**config.mk**
```make
export PLATFORM = sky130hd
export DESIGN_NAME = atm_session_arbiter
export DESIGN_NICKNAME = d
export VERILOG_FILES = /design/src/rtl/atm_session_arbiter.sv
export SDC_FILE = /design/constraint.sdc
export NUM_CORES = 1
export LEC_CHECK = 0
export CAP_MARGIN = 20
export CORE_MARGIN = 4
export CORE_UTILIZATION = 46
export DETAILED_ROUTE_END_ITERATION = 7
export PLACE_DENSITY = 0.76
export SYNTH_ARGS = -nofsm -noshare
export SYNTH_HDL_FRONTEND = slang
export SYNTH_SLANG_ARGS = --single-unit
```
**constraint.sdc**
```tcl
create_clock -name clk -period 2.1 [get_ports clk]
set_clock_uncertainty 0.05 [all_clocks]
set_input_delay 0.21 -clock clk [delete_from_list [all_inputs] [get_ports clk]]
set_output_delay 0.21 -clock clk [all_outputs]
set_load 0.02 [all_outputs]
```
**src/rtl/atm_session_arbiter.sv**
```systemverilog
// Round-robin session arbiter sharing one ATM transaction engine among card terminals.
// Handles session start pulse, idle-timeout abort and drain-until-engine-idle handover.
module atm_session_arbiter #(
    parameter int unsigned N_TERM         = 4,
    parameter int unsigned TIMEOUT_CYCLES = 1000,
    parameter int unsigned ID_W           = $clog2(N_TERM)
) (
    input  logic              clk,
    input  logic              rst,
    input  logic [N_TERM-1:0] term_req_i,
    input  logic [N_TERM-1:0] term_release_i,
    input  logic [N_TERM-1:0] term_activity_i,
    input  logic              eng_busy_i,
    output logic [N_TERM-1:0] grant_o,
    output logic [ID_W-1:0]   grant_id_o,
    output logic              grant_valid_o,
    output logic              eng_start_o,
    output logic              eng_abort_o,
    output logic              timeout_evt_o,
    output logic [15:0]       session_count_o,
    output logic [7:0]        timeout_count_o
);

    localparam int unsigned CNT_W = (TIMEOUT_CYCLES > 2) ? $clog2(TIMEOUT_CYCLES) : 1;
    localparam logic [CNT_W-1:0] CNT_LIMIT = CNT_W'(TIMEOUT_CYCLES - 1);

    localparam logic [2:0] S_IDLE   = 3'd0;
    localparam logic [2:0] S_START  = 3'd1;
    localparam logic [2:0] S_ACTIVE = 3'd2;
    localparam logic [2:0] S_ABORT  = 3'd3;
    localparam logic [2:0] S_DRAIN  = 3'd4;

    logic [2:0]        state_q, state_d;
    logic [N_TERM-1:0] grant_q, grant_d;
    logic [ID_W-1:0]   grant_id_q, grant_id_d;
    logic              grant_valid_q, grant_valid_d;
    logic [ID_W-1:0]   last_id_q, last_id_d;
    logic [CNT_W-1:0]  idle_cnt_q, idle_cnt_d;
    logic              eng_start_q, eng_start_d;
    logic              eng_abort_q, eng_abort_d;
    logic              timeout_evt_q, timeout_evt_d;
    logic [15:0]       session_count_q, session_count_d;
    logic [7:0]        timeout_count_q, timeout_count_d;

    logic              pick_found;
    logic [ID_W-1:0]   pick_id;
    logic              owner_req;
    logic              owner_release;
    logic              owner_activity;

    // Round-robin pick: first requester scanning upward from last_id+1.
    always_comb begin
        int unsigned     idx;
        logic [ID_W-1:0] idx_w;
        pick_found = 1'b0;
        pick_id    = '0;
        idx        = 0;
        idx_w      = '0;
        for (int unsigned i = 0; i < N_TERM; i++) begin
            idx   = (32'(last_id_q) + 32'd1 + i) % N_TERM;
            idx_w = ID_W'(idx);
            if (!pick_found && term_req_i[idx_w]) begin
                pick_found = 1'b1;
                pick_id    = idx_w;
            end
        end
    end

    assign owner_req      = |(term_req_i & grant_q);
    assign owner_release  = |(term_release_i & grant_q);
    assign owner_activity = |(term_activity_i & grant_q);

    always_comb begin
        state_d         = state_q;
        grant_d         = grant_q;
        grant_id_d      = grant_id_q;
        grant_valid_d   = grant_valid_q;
        last_id_d       = last_id_q;
        idle_cnt_d      = idle_cnt_q;
        eng_start_d     = 1'b0;
        eng_abort_d     = 1'b0;
        timeout_evt_d   = 1'b0;
        session_count_d = session_count_q;
        timeout_count_d = timeout_count_q;
        case (state_q)
            S_IDLE: begin
                if (pick_found) begin
                    grant_d       = N_TERM'(1) << pick_id;
                    grant_id_d    = pick_id;
                    grant_valid_d = 1'b1;
                    eng_start_d   = 1'b1;
                    state_d       = S_START;
                end
            end
            S_START: begin
                idle_cnt_d = '0;
                state_d    = S_ACTIVE;
            end
            S_ACTIVE: begin
                // Release (or owner dropping its request) beats activity and timeout.
                if (owner_release || !owner_req) begin
                    state_d = S_DRAIN;
                end else if (owner_activity) begin
                    idle_cnt_d = '0;
                end else if (idle_cnt_q == CNT_LIMIT) begin
                    state_d       = S_ABORT;
                    eng_abort_d   = 1'b1;
                    timeout_evt_d = 1'b1;
                    if (timeout_count_q != 8'hFF) begin
                        timeout_count_d = timeout_count_q + 8'd1;
                    end
                end else begin
                    idle_cnt_d = idle_cnt_q + CNT_W'(1);
                end
            end
            S_ABORT: begin
                state_d = S_DRAIN;
            end
            S_DRAIN: begin
                if (!eng_busy_i) begin
                    grant_d         = '0;
                    grant_id_d      = '0;
                    grant_valid_d   = 1'b0;
                    last_id_d       = grant_id_q;
                    session_count_d = session_count_q + 16'd1;
                    state_d         = S_IDLE;
                end
            end
            default: begin
                state_d       = S_IDLE;
                grant_d       = '0;
                grant_id_d    = '0;
                grant_valid_d = 1'b0;
            end
        endcase
    end

    always_ff @(posedge clk) begin
        if (rst) begin
            state_q         <= S_IDLE;
            grant_q         <= '0;
            grant_id_q      <= '0;
            grant_valid_q   <= 1'b0;
            last_id_q       <= ID_W'(N_TERM - 1);
            idle_cnt_q      <= '0;
            eng_start_q     <= 1'b0;
            eng_abort_q     <= 1'b0;
            timeout_evt_q   <= 1'b0;
            session_count_q <= '0;
            timeout_count_q <= '0;
        end else begin
            state_q         <= state_d;
            grant_q         <= grant_d;
            grant_id_q      <= grant_id_d;
            grant_valid_q   <= grant_valid_d;
            last_id_q       <= last_id_d;
            idle_cnt_q      <= idle_cnt_d;
            eng_start_q     <= eng_start_d;
            eng_abort_q     <= eng_abort_d;
            timeout_evt_q   <= timeout_evt_d;
            session_count_q <= session_count_d;
            timeout_count_q <= timeout_count_d;
        end
    end

    assign grant_o         = grant_q;
    assign grant_id_o      = grant_id_q;
    assign grant_valid_o   = grant_valid_q;
    assign eng_start_o     = eng_start_q;
    assign eng_abort_o     = eng_abort_q;
    assign timeout_evt_o   = timeout_evt_q;
    assign session_count_o = session_count_q;
    assign timeout_count_o = timeout_count_q;

endmodule
```
; ---- Yosys cells after proc, flatten, opt, wreduce, memory -nomap -nowiden
; Index checks and enable logic that the tools add are counted.
[op_classes]
add_sub_neg = 7
order_cmp = 4
eq_ne = 12
shift = 1
muxes = 37
bitwise_logic = 9
reduce_logical = 21
[op_table]
columns = operator, count
row1 = $mux 10, 3
row2 = $pmux 10 s2, 1
row3 = $add 16x1->16 const B, 1
row4 = $mux 3, 5
row5 = $pmux 3 s5, 1
row6 = $and 4x4->4, 3
row7 = $lt 2x3->1 const B, 4
row8 = $mux 1, 12
row9 = $mux 2, 6
row10 = $pmux 4 s3, 1
row11 = $reduce_or 4->1, 3
row12 = $add 10x1->10 const B, 1
row13 = $eq 10x10->1 const B, 1
row14 = $ne 3x3->1 const B, 3
row15 = $add 8x1->8 const B, 1
row16 = $bmux 1 s2, 4
row17 = $mux 4, 2
row18 = $ne 8x8->1 const B, 1
row19 = $reduce_or 7->1, 1
row20 = $eq 3x2->1 const B, 2
row21 = $ne 2x2->1 const B, 3
row22 = $not 1->1, 6
row23 = $pmux 2 s3, 1
row24 = $reduce_and 3->1, 2
row25 = 16 further kinds, 23
[totals]
register_bits = 48
inputBits = 15
elab_cells = 101

; ---- Logic depth before layout (Yosys ltp)
[logic_depth]
ltp_word = 16
depth_mapped = 8
ltp_nobuf = 6

; ---- Least setup slack after synthesis
; OpenSTA, ideal clock, no wires.
[synth_path]
kind = reg-to-reg
start = register grant_q[1], in the netlist grant_o[1]
end = register idle_cnt_q[9]
t_arrival_ps = 2126
required_time_ps = 1980
setup_slack_ps = -146
stages_incl_launch_ff = 7
path_buffers = 1
period_less_slack_ps = 2246
cell_sequence = dfxtp_1 > a22oi_1 > a221oi_2 > a31oi_1 > buf_2 > or4_2 > a21oi_1
[synth_via]
elab_chain_len = 6
word_cells_on_any_way = 14
cone_classes = eq/ne (2) / mux (3) / bitwise (3) / reduce/logical (6)
[synth_rtl]
columns = element, line
row1 = from (decl), 34  ; logic [N_TERM-1:0] grant_q, grant_d;
row2 = from (signal assigned), 153  ; grant_q <= grant_d;
row3 = $and 4x4->4, 69  ; assign owner_req = |(term_req_i & grant_q);
row4 = $reduce_or 4->1, 69
row5 = $logic_not 1->1, 101  ; if (owner_release || !owner_req) begin
row6 = $logic_or 1x1->1, 101
row7 = $ne 2x2->1 (no source line), n/a
row8 = $reduce_and 3->1 (no source line), n/a
row9 = to (signal assigned), 157  ; idle_cnt_q <= idle_cnt_d;
row10 = to (decl), 38  ; logic [CNT_W-1:0] idle_cnt_q, idle_cnt_d;
; Several ways; a longest one is shown, not always the timed one. The select of a mux whose other input is x is not followed.
; A chain may end at the register's enable or synchronous reset.

; ---- Final worst setup path
[layout_path]
start = register idle_cnt_q[8]
end = register timeout_count_q[3], in the netlist timeout_count_o[3]
[layout_via]
elab_chain_len = 2
[layout_rtl]
columns = element, line
row1 = $eq 10x10->1, 105  ; end else if (idle_cnt_q == CNT_LIMIT) begin
row2 = $reduce_and 5->1 (no source line), n/a
row3 = to (signal assigned), 162  ; timeout_count_q <= timeout_count_d;
row4 = to (decl), 43  ; logic [7:0] timeout_count_q, timeout_count_d;
; Every way passes these cells.

==> results.ini <==
[run_status]
status = finished with violations
failed_checks = setup timing

[finish]
final_cells = 438
mostFrequentLayoutCell = clkdlybuf4s50_1
drive_above_1_share_pct = 24.26
areaGrowthSynthToFinish_pct = 46.89
n_antenna_cell = 0
final_cell_mix = 48 x clkdlybuf4s50_1, 44 x buf_4, 38 x dfxtp_1, 29 x nor2_1, 19 x a21oi_1
nets = 388
finalInstanceArea_um2 = 3453

[synth]
ys_ff_latch = 48
synth_cells = 278
ys_seq_area_share_pct = 40.87
syn_area_um2 = 2351
postSynthAreaPerCell_um2 = 8.457
ys.warnings.count = 0
synth-edff-count = 0
yosysUniqueCellTypes = 53
syn_nets = 296
async_flop_share_pct = 0
synth_flop_cell = dfxtp_1

[pwr]
ir_worst_vdd_mv = 0.5673
power.density_nw_per_um2 = 544.6
power_leakage_nw = 1.235

[detailed_routing]
wirelength_um = 6214
vias = 2469
routedWlPerCell_um = 14.19
drt_iter0_drc = 105
ant_nets = 0
drcViolationCount = 0
viasPerCell = 5.637
firstDrtPassIters = 4

[clocking]
cts_buffers = 5
cts_tree = built
insertion_delay_ps = 300
cts_hold_buf = 0
cts.sinks = 48
clk_path_buf_depth = 2
cts.reportedPaths.clkPinSlew_ps = 90
cts-root-buf = clkbuf_8
htree_levels = 2

[min_path]
hold_path_depth = 1
hold_start = grant_id_o[0]
hold_class = register to register
holdPathEnd = last_id_q[0]

[timing]
final-max-slew-violation-count = 0
worstMarginPinSlew_ps = 639.3
rsz0062_at_grt = true
fmax_ghz = 0.4553
layout_setup_ws_ps = -96.12
finalCritPeriodShare_pct = 104.6
hold_viol = 0
setup_viol = 4
min_period_ps = 2196
slew_headroom_pct = 56.84
fin_hold_ws_ps = 457.2

[critical_path]
reg2reg_from = idle_cnt_q[8]
cp.required_ps = 2290
cp_common_cell = or4_4
crit_fanout = 2
worst_setup_path_start_kind = register
r2r_slack_ps = -100
path_cells = nand4_4 -> or4_4 -> or4_4 -> or4_4 -> a21oi_2
cp_slowest_cell = or4_4
setup.worst_path.end_class = register
critPathArrivalTime_ps = 2390
crit_path_max_incr_delay_ps = 530
crit_buf_inv = 0
r2r_end = timeout_count_o[3]
crit_type = register to register
worstRegToRegCells = 5
crit_family = simple AND/OR/NAND/NOR gates

[global_routing]
antenna_found_initial = 0
grt_util_all_layers_pct = 19.69
grt_pass1_wl_um = 10230
overflow = 0
grt_max_degree = 28
grt_pass1_vias = 2329

[die]
start_util_pct = 48.49
fp.dieArea_um2 = 6319
die_x_um = 79.49
die_h_um = 79.49
ios = 49
core_um2 = 4848
fp-row-count = 25

[place]
io_buffers = 48
routabilityCongestion = 0.8016
dp_hpwl_um = 4370
place_inst = 424
dpl_cell_area_um2 = 3202

[run]
drv_cap = 0

## metrics by stage
step | power, mW | setup WS (ps) | utilization, % | setup TNS [ps]
after detailed placement | 1.314 | -187.3 | 66.04 | -2200
after floorplan | 1.158 | -61.71 | - | -78.09
final | 1.881 | -96.12 | 71.23 | -201.1
after CTS | 1.864 | -69.11 | 69.16 | -270.8
after global routing | 1.971 | -160.4 | 71.23 | -596.3
after global placement | 1.304 | -165.5 | 65.94 | -2741
## area by class of cell
cell class | instances | area, µm²
repair buffers | 97 | 854.6
well taps | 67 | 83.83
clock inverters | 2 | 16.27
clock buffers | 6 | 72.57
fillers | 370 | 1395
inverters | 9 | 33.78
flip-flops and latches | 48 | 978.4
multi-input cells | 209 | 1414
## Yosys cell counts (3+ instances only)
master / n / area (µm²)
a22oi_1: 6 / 45.04
and3_1: 3 / 18.77
inv_1: 9 / 33.78
or3_1: 10 / 62.56
o21ai_0: 11 / 55.05
nand4_1: 7 / 43.79
clkbuf_1: 8 / 30.03
nor4_1: 4 / 25.02
and4_1: 3 / 26.28
ha_1: 3 / 37.54
xnor2_1: 8 / 70.07
xor2_1: 3 / 26.28
a211o_1: 3 / 26.28
nand2b_1: 4 / 25.02
or4_1: 6 / 45.04
nor2_1: 29 / 108.9
nand3_1: 13 / 65.06
dfxtp_1: 48 / 960.9
nand2_1: 13 / 48.80
nor2b_1: 8 / 50.05
a32oi_1: 4 / 35.03
a21oi_1: 23 / 115.1
o31ai_1: 9 / 67.56
nor3_1: 8 / 40.04
## kinds of logic (layout without fill, tap and decap cells)
family / Yosys count / in the layout / synth area share (%)
DFF: 48 / 48 / 40.87
xor gates and xnor gates: 11 / 11 / 4.098
adders and majority gates: 3 / 3 / 1.597
muxes: 2 / 2 / 0.9047
AOI/OAI and AO/OA: 74 / 74 / 20.97
and+or+nand+nor: 119 / 119 / 27.99
buffers and inverters: 21 / 114 / 3.566
## state kept, by name (all words and copies together) (netlist names)
signal / count
grant_valid_o: 1
eng_start_o: 1
timeout_evt_o: 1
grant_id_o: 2
state_q: 3
idle_cnt_q: 10
last_id_q: 2
grant_o: 4
session_count_o: 16
timeout_count_o: 8
## worst max-delay path by stage
stage | from | end | slack, ps | cells past startpoint
final | idle_cnt_q[8] | timeout_count_o[3] | -100 | 5
after CTS | idle_cnt_q[0] | timeout_count_o[6] | -70 | 6
after global routing | idle_cnt_q[1] | timeout_count_o[3] | -160 | 6
after detailed placement | term_req_i[1] | idle_cnt_q[3] | -190 | 6
after global placement | idle_cnt_q[0] | timeout_count_o[5] | -170 | 7
after floorplan | idle_cnt_q[0] | timeout_count_o[6] | -60 | 6
## metal layers
metal  wire length, µm  track usage [%]  up-vias
met4               163            7.045        0
met3               271            4.063       18
met2              2984            33.39       63
li1                  -                -     1223
met1              2794            24.55     1165
met5                 0                0        -
## report_power, final
part	switching, mW	internal, mW	leakage, nW
combinational	0.187	0.172	0.800
clock	0.312	0.237	0.0414
sequential	0.0314	0.940	0.394
## timing repair
action | CTS | global route
endpoints found under the setup margin | 8 | 16
cloned | 0 | 1
pin swaps | 9 | 8
gates resized for setup | 12 | 16
setup buffers | 1 | 4
Note: power is estimated with default switching activity, not from simulation.
